## src/rtl/inst_mem_responder_pkg.sv

```systemverilog
// Shared types, reset constants and FSM encoding for the instruction-fetch burst responder.
package inst_mem_responder_pkg;

   typedef logic [31:0] ADDR_TYPE;
   typedef logic [31:0] INST_TYPE;

   localparam logic     TRUE       = 1'b1;
   localparam logic     FALSE      = 1'b0;
   localparam INST_TYPE INST_RESET = 32'h0000_0000;
   localparam ADDR_TYPE ADDR_RESET = 32'h0000_0000;

   localparam int unsigned BURST_LEN_DEFAULT = 8;

   typedef enum logic [1:0] {
      StIdle,
      StRead,
      StDone
   } state_e;

endpackage

```

## src/rtl/inst_mem_responder_if.sv

```systemverilog
// Fetcher-facing handshake and byte-wide RAM arbiter port of the burst responder.
interface inst_mem_responder_if;
   import inst_mem_responder_pkg::*;

   logic      enable_from_fetcher;
   ADDR_TYPE  address_from_fetcher;
   logic      reset_from_fetcher;
   INST_TYPE  inst_to_fetcher;
   logic      one_inst_finish_to_fetcher;
   logic      end_to_fetcher;
   logic      mem_req;
   logic      mem_gnt;
   ADDR_TYPE  mem_a;
   logic [7:0] mem_din;

   modport slave (
      input  enable_from_fetcher, address_from_fetcher, reset_from_fetcher, mem_gnt, mem_din,
      output inst_to_fetcher, one_inst_finish_to_fetcher, end_to_fetcher, mem_req, mem_a
   );

   modport master (
      output enable_from_fetcher, address_from_fetcher, reset_from_fetcher, mem_gnt, mem_din,
      input  inst_to_fetcher, one_inst_finish_to_fetcher, end_to_fetcher, mem_req, mem_a
   );

endinterface

```

## src/rtl/inst_mem_responder_byte_assembler.sv

```systemverilog
// Captures returning RAM bytes into little-endian lanes and emits one pulse per 32-bit word.
module inst_byte_assembler
   import inst_mem_responder_pkg::*;
(
   input  logic       clk_in,
   input  logic       rst_in,
   input  logic       rdy_in,
   input  logic       abort_i,
   input  logic       issue_i,
   input  logic [7:0] mem_din_i,
   output logic       inst_done_o,
   output INST_TYPE   inst_word_o
);

   logic [2:0][7:0] lane_q, lane_d;
   logic [1:0]      capture_cnt_q, capture_cnt_d;
   logic            inflight_q, inflight_d;
   logic            pending_q, pending_d;
   logic            done_q, done_d;
   INST_TYPE        word_q, word_d;

   always_comb begin
      lane_d        = lane_q;
      capture_cnt_d = capture_cnt_q;
      inflight_d    = issue_i;
      pending_d     = pending_q;
      done_d        = FALSE;
      word_d        = word_q;
      if (abort_i) begin
         // Byte still on its way back is dropped; the word register keeps its last value.
         inflight_d    = FALSE;
         pending_d     = FALSE;
         capture_cnt_d = 2'd0;
      end else begin
         if (pending_q && rdy_in) begin
            done_d    = TRUE;
            pending_d = FALSE;
         end
         if (inflight_q) begin
            capture_cnt_d = capture_cnt_q + 2'd1;
            if (capture_cnt_q == 2'd3) begin
               word_d = {mem_din_i, lane_q};
               if (rdy_in) begin
                  done_d = TRUE;
               end else begin
                  pending_d = TRUE;
               end
            end else begin
               lane_d[capture_cnt_q] = mem_din_i;
            end
         end
      end
   end

   always_ff @(posedge clk_in or posedge rst_in) begin
      if (rst_in) begin
         lane_q        <= '0;
         capture_cnt_q <= 2'd0;
         inflight_q    <= FALSE;
         pending_q     <= FALSE;
         done_q        <= FALSE;
         word_q        <= INST_RESET;
      end else begin
         lane_q        <= lane_d;
         capture_cnt_q <= capture_cnt_d;
         inflight_q    <= inflight_d;
         pending_q     <= pending_d;
         done_q        <= done_d;
         word_q        <= word_d;
      end
   end

   assign inst_done_o = done_q;
   assign inst_word_o = word_q;

endmodule

```

## src/rtl/inst_mem_responder.sv

```systemverilog
// Instruction fetch burst responder: issues 4*BURST_LEN byte reads and returns assembled words.
// Define INST_MEM_ALIGN_EN to force the accepted start address onto a word boundary.
module inst_mem_responder
   import inst_mem_responder_pkg::*;
#(
   parameter int unsigned BURST_LEN = BURST_LEN_DEFAULT
) (
   input  logic                 clk_in,
   input  logic                 rst_in,
   input  logic                 rdy_in,
   inst_mem_responder_if.slave  bus
);

   localparam int unsigned NumBytes = 4 * BURST_LEN;
   localparam int unsigned IssW     = $clog2(NumBytes + 1);
   localparam int unsigned FinW     = $clog2(BURST_LEN + 1);

   state_e          state_q, state_d;
   ADDR_TYPE        start_q, start_d;
   logic [IssW-1:0] issue_cnt_q, issue_cnt_d;
   logic [FinW-1:0] fin_cnt_q, fin_cnt_d;
   logic            req_q, req_d;
   logic            end_q, end_d;
   logic            abort;
   logic            issue;
   logic            inst_done;
   INST_TYPE        inst_word;

   assign abort       = bus.reset_from_fetcher && (state_q != StIdle);
   assign issue       = (state_q == StRead) && bus.mem_req && bus.mem_gnt && !abort;
   assign bus.mem_req = req_q & rdy_in;
   assign bus.mem_a   = start_q + ADDR_TYPE'(issue_cnt_q);

   always_comb begin
      state_d     = state_q;
      start_d     = start_q;
      issue_cnt_d = issue_cnt_q;
      fin_cnt_d   = fin_cnt_q;
      req_d       = req_q;
      end_d       = FALSE;
      unique case (state_q)
         StIdle: begin
            if (bus.enable_from_fetcher && !bus.reset_from_fetcher && rdy_in) begin
               state_d     = StRead;
`ifdef INST_MEM_ALIGN_EN
               start_d     = bus.address_from_fetcher & 32'hFFFF_FFFC;
`else
               start_d     = bus.address_from_fetcher;
`endif
               issue_cnt_d = '0;
               fin_cnt_d   = '0;
               req_d       = TRUE;
            end
         end
         StRead: begin
            if (abort) begin
               state_d = StIdle;
               req_d   = FALSE;
            end else begin
               if (issue) begin
                  issue_cnt_d = issue_cnt_q + IssW'(1);
                  if (issue_cnt_q == IssW'(NumBytes - 1)) begin
                     req_d = FALSE;
                  end
               end
               if (inst_done) begin
                  fin_cnt_d = fin_cnt_q + FinW'(1);
               end
               // The count survives rdy_in=0, so a stalled last finish still closes the burst.
               if (rdy_in && (fin_cnt_d == FinW'(BURST_LEN))) begin
                  state_d = StDone;
                  end_d   = TRUE;
               end
            end
         end
         StDone: begin
            if (abort || rdy_in) begin
               state_d = StIdle;
            end
         end
         default: state_d = StIdle;
      endcase
   end

   always_ff @(posedge clk_in or posedge rst_in) begin
      if (rst_in) begin
         state_q     <= StIdle;
         start_q     <= ADDR_RESET;
         issue_cnt_q <= '0;
         fin_cnt_q   <= '0;
         req_q       <= FALSE;
         end_q       <= FALSE;
      end else begin
         state_q     <= state_d;
         start_q     <= start_d;
         issue_cnt_q <= issue_cnt_d;
         fin_cnt_q   <= fin_cnt_d;
         req_q       <= req_d;
         end_q       <= end_d;
      end
   end

   inst_byte_assembler u_assembler (
      .clk_in      (clk_in),
      .rst_in      (rst_in),
      .rdy_in      (rdy_in),
      .abort_i     (abort),
      .issue_i     (issue),
      .mem_din_i   (bus.mem_din),
      .inst_done_o (inst_done),
      .inst_word_o (inst_word)
   );

   assign bus.inst_to_fetcher            = inst_word;
   assign bus.one_inst_finish_to_fetcher = inst_done;
   assign bus.end_to_fetcher             = end_q;

endmodule

```

## src/flat_wrapper.sv

```systemverilog
// flat-port wrapper written by rule: the top's interface ports become plain ports
module inst_mem_responder_flat import inst_mem_responder_pkg::*;
#(
   parameter int unsigned BURST_LEN = BURST_LEN_DEFAULT
)
  (clk_in, rst_in, rdy_in, bus_enable_from_fetcher, bus_address_from_fetcher, bus_reset_from_fetcher, bus_mem_gnt, bus_mem_din, bus_inst_to_fetcher, bus_one_inst_finish_to_fetcher, bus_end_to_fetcher, bus_mem_req, bus_mem_a);
  inst_mem_responder_if bus_i ();
  input  logic clk_in;
  input  logic rst_in;
  input  logic rdy_in;
  input wire logic [$bits(bus_i.enable_from_fetcher)-1:0] bus_enable_from_fetcher;
  input wire logic [$bits(bus_i.address_from_fetcher)-1:0] bus_address_from_fetcher;
  input wire logic [$bits(bus_i.reset_from_fetcher)-1:0] bus_reset_from_fetcher;
  input wire logic [$bits(bus_i.mem_gnt)-1:0] bus_mem_gnt;
  input wire logic [$bits(bus_i.mem_din)-1:0] bus_mem_din;
  output wire logic [$bits(bus_i.inst_to_fetcher)-1:0] bus_inst_to_fetcher;
  output wire logic [$bits(bus_i.one_inst_finish_to_fetcher)-1:0] bus_one_inst_finish_to_fetcher;
  output wire logic [$bits(bus_i.end_to_fetcher)-1:0] bus_end_to_fetcher;
  output wire logic [$bits(bus_i.mem_req)-1:0] bus_mem_req;
  output wire logic [$bits(bus_i.mem_a)-1:0] bus_mem_a;
  assign bus_i.enable_from_fetcher = bus_enable_from_fetcher;
  assign bus_i.address_from_fetcher = bus_address_from_fetcher;
  assign bus_i.reset_from_fetcher = bus_reset_from_fetcher;
  assign bus_i.mem_gnt = bus_mem_gnt;
  assign bus_i.mem_din = bus_mem_din;
  assign bus_inst_to_fetcher = bus_i.inst_to_fetcher;
  assign bus_one_inst_finish_to_fetcher = bus_i.one_inst_finish_to_fetcher;
  assign bus_end_to_fetcher = bus_i.end_to_fetcher;
  assign bus_mem_req = bus_i.mem_req;
  assign bus_mem_a = bus_i.mem_a;
  inst_mem_responder #(.BURST_LEN(BURST_LEN)) u_core (.clk_in(clk_in), .rst_in(rst_in), .rdy_in(rdy_in), .bus(bus_i));
endmodule
```

## config.mk

```make
export PLATFORM = sky130hd
export DESIGN_NAME = inst_mem_responder_flat
export DESIGN_NICKNAME = d
export VERILOG_FILES = /design/src/rtl/inst_mem_responder_pkg.sv /design/src/rtl/inst_mem_responder_if.sv /design/src/rtl/inst_mem_responder_byte_assembler.sv /design/src/rtl/inst_mem_responder.sv /design/src/flat_wrapper.sv
export SDC_FILE = /design/constraint.sdc
export NUM_CORES = 1
export LEC_CHECK = 0
export BUFFER_PORTS_ARGS = -buffer_cell sky130_fd_sc_hd__buf_2
export CAP_MARGIN = 10
export CELL_PAD_IN_SITES_DETAIL_PLACEMENT = 2
export CELL_PAD_IN_SITES_GLOBAL_PLACEMENT = 2
export CORE_ASPECT_RATIO = 0.5
export CORE_MARGIN = 1
export CORE_UTILIZATION = 40
export CTS_BUF_LIST = sky130_fd_sc_hd__clkbuf_8
export CTS_CLUSTER_SIZE = 28
export DETAILED_ROUTE_END_ITERATION = 12
export GPL_TIMING_DRIVEN = 0
export PLACE_DENSITY = 0.95
export SKIP_LAST_GASP = 1
export SYNTH_ARGS = -nofsm -noshare
export SYNTH_HDL_FRONTEND = slang
export SYNTH_SLANG_ARGS = --single-unit
export TNS_END_PERCENT = 10
```

## constraint.sdc

```tcl
create_clock -name clk_in -period 8.35 [get_ports clk_in]
set_clock_uncertainty 0.05 [all_clocks]
set_input_delay 0.835 -clock clk_in [delete_from_list [all_inputs] [get_ports clk_in]]
set_output_delay 0.835 -clock clk_in [all_outputs]
set_load 0.02 [all_outputs]
```

==> metrics, run 1 <==
max cap viols 0; Resized Gates After CTS 0; Peak VDD IR 0.0000923 V; n_diodes 0; total CTS buffers 9; initial core utilization 0.417; via count 3,590; Syn Inst Count 381; area leader, netlist dfrtp_1; Yosys cell types 46; DIE AREA 13,000 um^2; Max-Slew Margin vs Limit 0.565; global routing usage on met1 0.266; Final Hold Vio Count 0; crit path time final 3.73 ns; clk slew on worst S/H paths 0.13 ns; area of the multi-input gates 2230 um^2; clk buf depth 2; post-synthesis register bit count 107; H-tree Lvls 3; Crit Path Category reg2out; Data required, critical path 7.47 ns; CTS tree yes; outcome complete, no violations; post-DR wirelength/cell 22.6 um; CTS Hold Bufs 0; post-synthesis sequential area ratio 0.536; Slew Limit Fails 0; Die Wd 160 um; Overflow after GRT 0; Fin Setup TNS 0 ns; Post-synth EDFFs 0; Synth area leaders dfrtp_1 54%, mux2_2 20%, xnor2_1 3.9%, ha_1 3.0%, xor2_1 2.5%; WL final 15,300 um; clock root buffer master clkbuf_8; Synth Area per Inst 13.1 um^2; port bufs 112; DR pass1 iterations 4; period utilization 0.447; RR Startpoint u_core.state_q[0]; synthesized cell area 4990 um^2; I/O Pins 113; Worst EP arrival 2.85 ns; largest net degree at the start of global routing 60; clk sink count 107; Total Routing Usage GR 0.247; Worst R2R Path Depth 4; area delta synth->final 20.5%; critical path peak fanout 7; met3 GRT Util 0.0521; Most used DFF post-synth dfrtp_1; ys async rst share 1.00; Ys Warns 0; initial antenna violation count 0; critical path startpoint u_core.issue_cnt_q[0]; worst skew pair latency 0.41 ns; Via density 5.32; global-route wire length before repair 24,000 um; pwr/cell area 209 nW/um^2; Yosys top cell area share 0.536; FP Rows 28; DP Cell Count 659; worst reg2reg setup slack 6.28 ns; count of antenna-violating nets left after detailed routing 0; chip height 81.0 um; RSZ-0062 raised after global routing false; Final Net Count 564; register area 2680 um^2; Most Used Layer, Global Route met2; worst r2r dst u_core.u_assembler.inst_word_o[9]; most common cell after layout, fill and taps aside buf_2; Tightest Pin Transition 0.652 ns; total core area 12,000 um^2; initial drt markers 122; Leakage Power 3.02 nW; fmax 0.268 GHz; vias in the first global route 4,114; final setup vio count 0; Fillers 1,213; GR Layer Usage met2 0.479; share of cells above drive strength 1 0.471; GP Congestion 0.756; commonest cells after routing, fill and taps aside 120 x buf_2, 107 x dfrtp_1, 87 x mux2_2, 22 x xnor2_1, 19 x nand2_1; Syn Nets 440; hpwl dp 10,800 um; HP Class in2async; Setup Buffers After CTS 0; final cell count without fillers 675; Worst setup SP type register; remaining routing DRC violations 0; Worst Hold Slack 0.455 ns; Worst Setup End Kind output port
[worst max-delay path, cell delays in order, from the launching register on]
cell,delay [ns]
dfrtp_1,0.44
ha_1,0.22
inv_1,0.07
fa_1,0.39
nor2b_1,0.17
o31a_1,0.23
o31a_2,0.29
and3_1,0.21
xor2_1,0.19
buf_2,0.23
[through the flow]
| step | utilization | power (W) | worst slack (ns) | instance area, um^2 |
|---|---|---|---|---|
| final | 0.502 | 0.00126 | 4.62 | 6020 |
| after floorplan | - | 0.000801 | 4.65 | 4990 |
| after detailed placement | 0.483 | 0.000909 | 5.15 | 5790 |
| after CTS | 0.502 | 0.00127 | 4.60 | 6020 |
| after global placement | 0.481 | 0.000880 | 3.42 | 5760 |
| after global routing | 0.502 | 0.00131 | 4.44 | 6020 |
[Yosys cell counts (all sizes together), types with 9 or more instances]
| master | n |
|---|---|
| xnor2 | 22 |
| dfrtp | 107 |
| inv | 9 |
| mux2 | 88 |
| buf | 9 |
| ha | 12 |
| nand3 | 13 |
| nor2 | 11 |
| xor2 | 14 |
| nand2 | 23 |
| o21ai | 9 |
[cell type report]
type	instances	area share
Buffer	9	0.00853
Clock buffer	9	0.0206
Clock inverter	7	0.0173
Inverter	9	0.00603
Multi-Input combinational cell	256	0.370
Sequential cell	107	0.445
Tap cell	165	0.0343
Timing Repair Buffer	113	0.0978
[registers in the layout, indices dropped and copies added (netlist names)]
signal / count
u_core.fin_cnt_q: 4
u_core.u_assembler.pending_q: 1
u_core.u_assembler.inflight_q: 1
u_core.bus.end_to_fetcher: 1
u_core.u_assembler.inst_done_o: 1
u_core.issue_cnt_q: 6
u_core.u_assembler.lane_q: 24
u_core.state_q: 2
u_core.u_assembler.capture_cnt_q: 2
u_core.u_assembler.inst_word_o: 32
u_core.start_q: 32
u_core.req_q: 1
[worst max path at each step]
stage	end
2_1_floorplan	u_core.bus.end_to_fetcher
3_3_place_gp	u_core.u_assembler.inst_word_o[30]
3_5_place_dp	bus_mem_a[12]
4_1_cts	bus_mem_a[12]
5_1_grt	bus_mem_a[12]
6_report	bus_mem_a[12]
[per-layer routing]
layer,share of wire,vias to the layer above
met4,0.030,0
met3,0.036,32
li1,-,1600
met1,0.39,1874
met2,0.54,84
met5,0,-
[kinds of logic after synthesis]
group	share of synthesized area
DFF	0.536
muxes	0.203
and+or+nand+nor	0.104
xor gates and xnor gates	0.0632
AOI/OAI and AO/OA	0.0431
buffers and inverters	0.0170
adders and majority gates	0.0341
[power by group]
group | switching, W | internal, W
Combinational | 0.000150 | 0.000116
Clock | 0.000226 | 0.000127
Sequential | 0.0000615 | 0.000577
Note: power is estimated with default switching activity, not from simulation.
==> run 2, diff against run 1 <==
CORE_UTILIZATION = 37   (was 40)
PLACE_DENSITY = 0.92   (was 0.95)
clock period = 3.8 ns   (was 8.35 ns; I/O delays follow)
==> run 2 against run 1 <==
The flow now finishes with violations (DRC, hold timing). Clock power rose by 120%. Die area increased by 8.0%. Via count down 1.7%. Worst hold slack got worse by 0.46 ns. Cell area up 0.15%. Final cell count increased by 0.89%. Register-to-register slack got worse by 4.6 ns. Clock-buffer cell count unchanged. First-iteration DRC count fell by 16%. Non-clock buffer count unchanged. Worst setup slack worse by 4.1 ns. Flip-flop and latch count did not move.
==> metrics, run 2 (synthesis gave the netlist of run 1 again) <==
share of cells above drive strength 1 0.471 (unchanged); FP Rows 29 (+3.6%); hpwl dp 10,300 um (-4.8%); WL final 14,600 um (-4.4%); CP max stage delay 0.46 ns (+0.02 ns); CTS tree yes; worst skew pair latency 0.40 ns (about the same); total CTS buffers 9 (unchanged); most common cell after layout, fill and taps aside buf_2; global-route wire length before repair 23,800 um (-0.69%); Final Net Count 564 (unchanged); Worst Setup End Kind output port; vias in the first global route 4,171 (+1.4%); post-place setup slack 0.978 ns (-4.17 ns); chip height 84.1 um (+3.9%); commonest cells after routing, fill and taps aside 120 x buf_2, 107 x dfrtp_1, 87 x mux2_2, 22 x xnor2_1, 19 x nand2_1; total core area 12,900 um^2 (+7.8%); pwr/cell area 458 nW/um^2 (+120%); clk slew on worst S/H paths 0.13 ns (about the same); HP Class in2async; GP Congestion 0.724 (-4.2%); via count 3,530 (-1.7%); max cap viols 0 (unchanged); Overflow after GRT 0 (unchanged); Slew Limit Fails 0 (unchanged); Die Wd 166 um (+3.9%); DR pass1 iterations 8 (+4); outcome finished with violations; count of antenna-violating nets left after detailed routing 0 (unchanged); RR Startpoint u_core.state_q[1]; Fillers 1,300 (+7.2%); Setup Buffers After CTS 0 (unchanged); largest net degree at the start of global routing 65 (+8.3%); clk sink count 107 (unchanged); design area 6020 um^2 (+0.15%); initial antenna violation count 1 (+1); fin worst setup slack 0.488 ns (-4.13 ns); CP Buf/Inv Count 2 (unchanged); Peak VDD IR 0.000178 V (+93%); Final Hold Vio Count 1 (+1); CTS Hold Bufs 0 (unchanged); DIE AREA 14,000 um^2 (+8.0%); CP delay by family, top adder cells; critical path startpoint u_core.issue_cnt_q[0]; Worst setup SP type register; remaining routing DRC violations 4 (+4); post-DR wirelength/cell 21.4 um (-5.3%); Resized Gates After CTS 0 (unchanged); Worst Hold Slack -0.00398 ns (-0.459 ns); Leakage Power 3.02 nW (about the same); initial drt markers 103 (-16%); H-tree Lvls 3 (unchanged); Via density 5.18 (-2.5%); initial core utilization 0.386 (-0.0302); slowest CP cell dfrtp_1; I/O Pins 113 (unchanged); area delta synth->final 20.7%; critical path peak fanout 7 (unchanged); Tightest Pin Transition 0.601 ns (-0.0512 ns); clk buf depth 2 (unchanged); Total Routing Usage GR 0.224 (-0.0229); Crit Path Category reg2out; critical-path cell list ha_1 -> inv_1 -> fa_1 -> nor2b_1 -> o31a_1 -> o31a_2 -> nand4_1 -> xnor2_1 -> buf_2; port bufs 112 (unchanged); cell area after placement 5790 um^2 (+0.11%); Data required, critical path 3.37 ns (-4.10 ns); Max-Slew Margin vs Limit 0.599 (+0.0341); Worst EP arrival 2.88 ns (+0.03 ns); Overall Power 0.00276 W (+120%); crit path time final 3.31 ns; fmax 0.302 GHz; clock root buffer master clkbuf_8; failing checks DRC, hold timing; period utilization 0.872; RSZ-0062 raised after global routing false; final setup vio count 0 (unchanged)
-- run 2: changes by cell type in the layout (fill, tap and decap cells not counted), sizes merged --
cell / previous run / this run
diode: 0 / 1
inv: 12 / 13
clkinv: 4 / 3
-- run 2: path summary, 6_finish.rpt --
path                            slack (ns)                                 end  depth (start not counted)
worst max-delay path                  0.49                       bus_mem_a[28]                          9
min in group clk_in                   0.16                   u_core.start_q[4]                          2
max in group asynchronous             2.99  u_core.u_assembler.inst_word_o[24]                          3
worst max register to register        1.73   u_core.u_assembler.inst_word_o[8]                          4
worst min-delay path                -0.004                  u_core.start_q[31]                          2
worst min register to register        0.47  u_core.u_assembler.inst_word_o[22]                          1
-- run 2: area by class of cell --
| class | count | area (um^2) | share of cell area |
|---|---|---|---|
| Sequential cell | 107 | 2680 | 0.444 |
| Timing Repair Buffer | 113 | 588 | 0.0976 |
| Clock inverter | 7 | 104 | 0.0172 |
| Buffer | 9 | 51.3 | 0.00852 |
| Clock buffer | 9 | 124 | 0.0206 |
| Antenna cell | 1 | 2.50 | 0.000415 |
| Inverter | 9 | 36.3 | 0.00602 |
| Tap cell | 170 | 213 | 0.0353 |
| Multi-Input combinational cell | 256 | 2230 | 0.370 |
-- run 2: worst register-to-register path, cell delays in order, from the launching register on --
cell and delay [ns]:
dfrtp_1 0.48, o21a_1 0.30, nor2_1 0.36, buf_2 0.38, mux2_2 0.40
-- run 2: report_power, final --
part	switching, W	leakage, nW	internal, W	total, W
logic	0.000320	1.51	0.000254	0.000574
clock network	0.000506	0.112	0.000282	0.000788
registers	0.000129	1.40	0.00127	0.00140
-- run 2: stage by stage --
step                      hold slack [ns]  std cells   util  setup TNS (ns)
final                            -0.00398        681  0.466               0
after global routing               0.0344        681  0.466               0
after CTS                          0.0104        680  0.466               0
after detailed placement            0.433        664  0.449               0
after global placement              0.424        663  0.446          -78.90
after floorplan                     0.403        381      -               0
-- run 2: layer usage --
metal  wire, um  track usage  vias to the layer above
met5          0            0                        -
met4        355       0.0774                        0
met3        414       0.0403                       24
met2       7710        0.415                       81
met1       6110        0.264                     1825
li1           -            -                     1600
==> run 3, diff against run 2 <==
ABC_AREA = 1   (was default)
CORE_UTILIZATION = 34   (was 37)
PLACE_DENSITY = 0.93   (was 0.92)
==> run 3 against run 2 <==
The flow now finishes without violations. Area after synthesis grew 13%. Largest power group unchanged. Power grew 6.6%. Combinational power grew 29%. Non-clock buffer count grew 4. Worst hold slack gained 0.019 ns.
==> metrics, run 3 <==
RSZ-0062 raised after global routing false; CTS tree yes; Syn Nets 694 (+58%); WL final 22,300 um (+53%); Worst Hold Slack 0.0146 ns (+0.0186 ns); Die Wd 184 um (+11%); Max-Slew Margin vs Limit 0.566 (-0.0334); most common cell after layout, fill and taps aside nand2_1; global-route wire length before repair 34,500 um (+45%); Worst EP arrival 2.76 ns (-0.12 ns); H-tree Lvls 3 (unchanged); count leader, synth nand2_1; cell area after placement 6490 um^2 (+12%); area delta synth->final 19.5%; Most used DFF post-synth dfrtp_1; clock root buffer master clkbuf_8; Setup Buffers After CTS 0 (unchanged); crit path time final 3.19 ns (-0.121 ns); largest net degree at the start of global routing 64 (-1.5%); period utilization 0.840 (-0.0319); post-synthesis sequential area ratio 0.476 (-0.0606); I/O Pins 113 (unchanged); design area 6720 um^2 (+12%); clk buf depth 2 (unchanged); ys async rst share 1.00 (unchanged); Resized Gates After CTS 0 (unchanged); post-DR wirelength/cell 22.6 um (+5.5%); Syn Inst Count 635 (+67%); Via density 5.14 (-0.77%); Crit Path Category reg2out; DR pass1 iterations 7 (-1); worst reg2reg setup slack 1.99 ns (+0.26 ns); Peak VDD IR 0.000186 V (+4.7%); global routing usage on met1 0.320 (+0.0557); commonest cells after routing, fill and taps aside 177 x nand2_1, 119 x buf_2, 107 x dfrtp_1, 64 x inv_1, 56 x nor2_1; initial core utilization 0.357 (-0.0297); outcome complete, no violations; Synth area leaders dfrtp_1 48%, nand2_1 12%, mux2_4 6.4%, inv_1 4.3%, nor2_1 3.7%; initial drt markers 244 (+140%); hpwl dp 15,100 um (+47%); clk slew on worst S/H paths 0.14 ns (about the same); fmax 0.313 GHz (+3.8%); Ys Warns 0 (unchanged); GP Congestion 0.818 (+13%); critical path peak fanout 7 (unchanged); max cap viols 0 (unchanged); Overflow after GRT 0 (unchanged); FP Rows 32 (+10%); Synth Area per Inst 8.86 um^2 (-32%); Data required, critical path 3.37 ns (about the same); worst skew pair latency 0.42 ns (+0.02 ns); CTS Hold Bufs 0 (unchanged); total CTS buffers 9 (unchanged); via count 5,077 (+44%); pwr/cell area 437 nW/um^2 (-4.5%); met3 GRT Util 0.0397 (-0.000587); vias in the first global route 5,856 (+40%); Overall Power 0.00294 W (+6.6%); post-synthesis register bit count 107 (unchanged); port bufs 112 (unchanged); Yosys top cell area share 0.476 (-0.0606); remaining routing DRC violations 0 (-4); Post-synth EDFFs 0 (unchanged); count of antenna-violating nets left after detailed routing 0 (unchanged); area leader, netlist dfrtp_1; Worst setup SP type register; synthesized cell area 5630 um^2 (+13%); final setup vio count 0 (unchanged); Total Routing Usage GR 0.273 (+0.0486); HP Class in2async; Synth top cells by count 177 x nand2_1, 107 x dfrtp_1, 65 x inv_1; Slew Limit Fails 0 (unchanged); Final Hold Vio Count 0 (-1); initial antenna violation count 1 (unchanged); Yosys cell types 34 (-26%); chip height 93.0 um (+11%); Worst Setup End Kind output port; Leakage Power 3.65 nW (+21%); GR Layer Usage met2 0.504 (+0.0891); Most Used Layer, Global Route met2; Tightest Pin Transition 0.651 ns (+0.0502 ns); Final Net Count 818 (+45%); total core area 15,800 um^2 (+22%); clk sink count 107 (unchanged); DIE AREA 17,100 um^2 (+22%); share of cells above drive strength 1 0.254 (-0.217)
-- run 3: cell type report --
type | instances | area, um^2
fillers | 1780 | 9050
clock buffers | 9 | 124
clock inverters | 7 | 101
plain buffers | 13 | 103
flip-flops and latches | 107 | 2680
well taps | 221 | 277
diodes | 2 | 5.00
repair buffers | 113 | 588
inverters | 69 | 262
multi-input cells | 446 | 2590
-- run 3: cell families after synthesis --
kind of cell / Yosys count / share of synthesized area
compound gates: 71 / 0.0658
buf+inv: 82 / 0.0643
simple gates: 309 / 0.248
xor+xnor: 15 / 0.0233
fa+ha+maj: 13 / 0.0302
flops: 107 / 0.476
mux: 38 / 0.0921
-- run 3: final timing paths --
path / startpoint / endpoint / cells past startpoint
worst min register to register: u_core.u_assembler.lane_q[2] / u_core.u_assembler.lane_q[2] / 2
worst max register to register: u_core.fin_cnt_q[0] / u_core.state_q[0] / 7
min in group clk_in: bus_address_from_fetcher[2] / u_core.start_q[2] / 2
worst max-delay path: u_core.issue_cnt_q[0] / bus_mem_a[20] / 11
max in group asynchronous: rst_in / u_core.u_assembler.lane_q[9] / 3
worst min-delay path: rst_in / u_core.start_q[23] / 2
-- run 3: per-layer routing --
layer | vias to the layer above | wire [um]
met2 | 134 | 11600
met4 | 0 | 635
li1 | 2285 | -
met5 | - | 0
met3 | 50 | 765
met1 | 2608 | 9300
-- run 3: stage by stage --
step	setup slack [ns]	std cells	TNS [ns]	util
2_1_floorplan	0.553	635	0	-
3_5_place_dp	1.14	969	0	0.412
5_1_grt	0.466	987	0	0.426
3_3_place_gp	-0.834	968	-88.82	0.410
4_1_cts	0.618	985	0	0.426
6_report	0.609	987	0	0.426
-- run 3: worst max-delay path: stages, from the launching register on --
cell and delay, ns:
dfrtp_1 0.48, ha_1 0.24, inv_1 0.07, fa_1 0.41, inv_1 0.12, nand3_1 0.09
nand2_1 0.17, nand2_1 0.10, o21ai_2 0.16, nand4_1 0.18, nand2_1 0.15, buf_2 0.18
-- run 3: where the power goes --
group / switching, W / internal [W]
sequential: 0.000142 / 0.00125
clock: 0.000533 / 0.000277
combinational: 0.000511 / 0.000231
total: 0.00119 / 0.00175
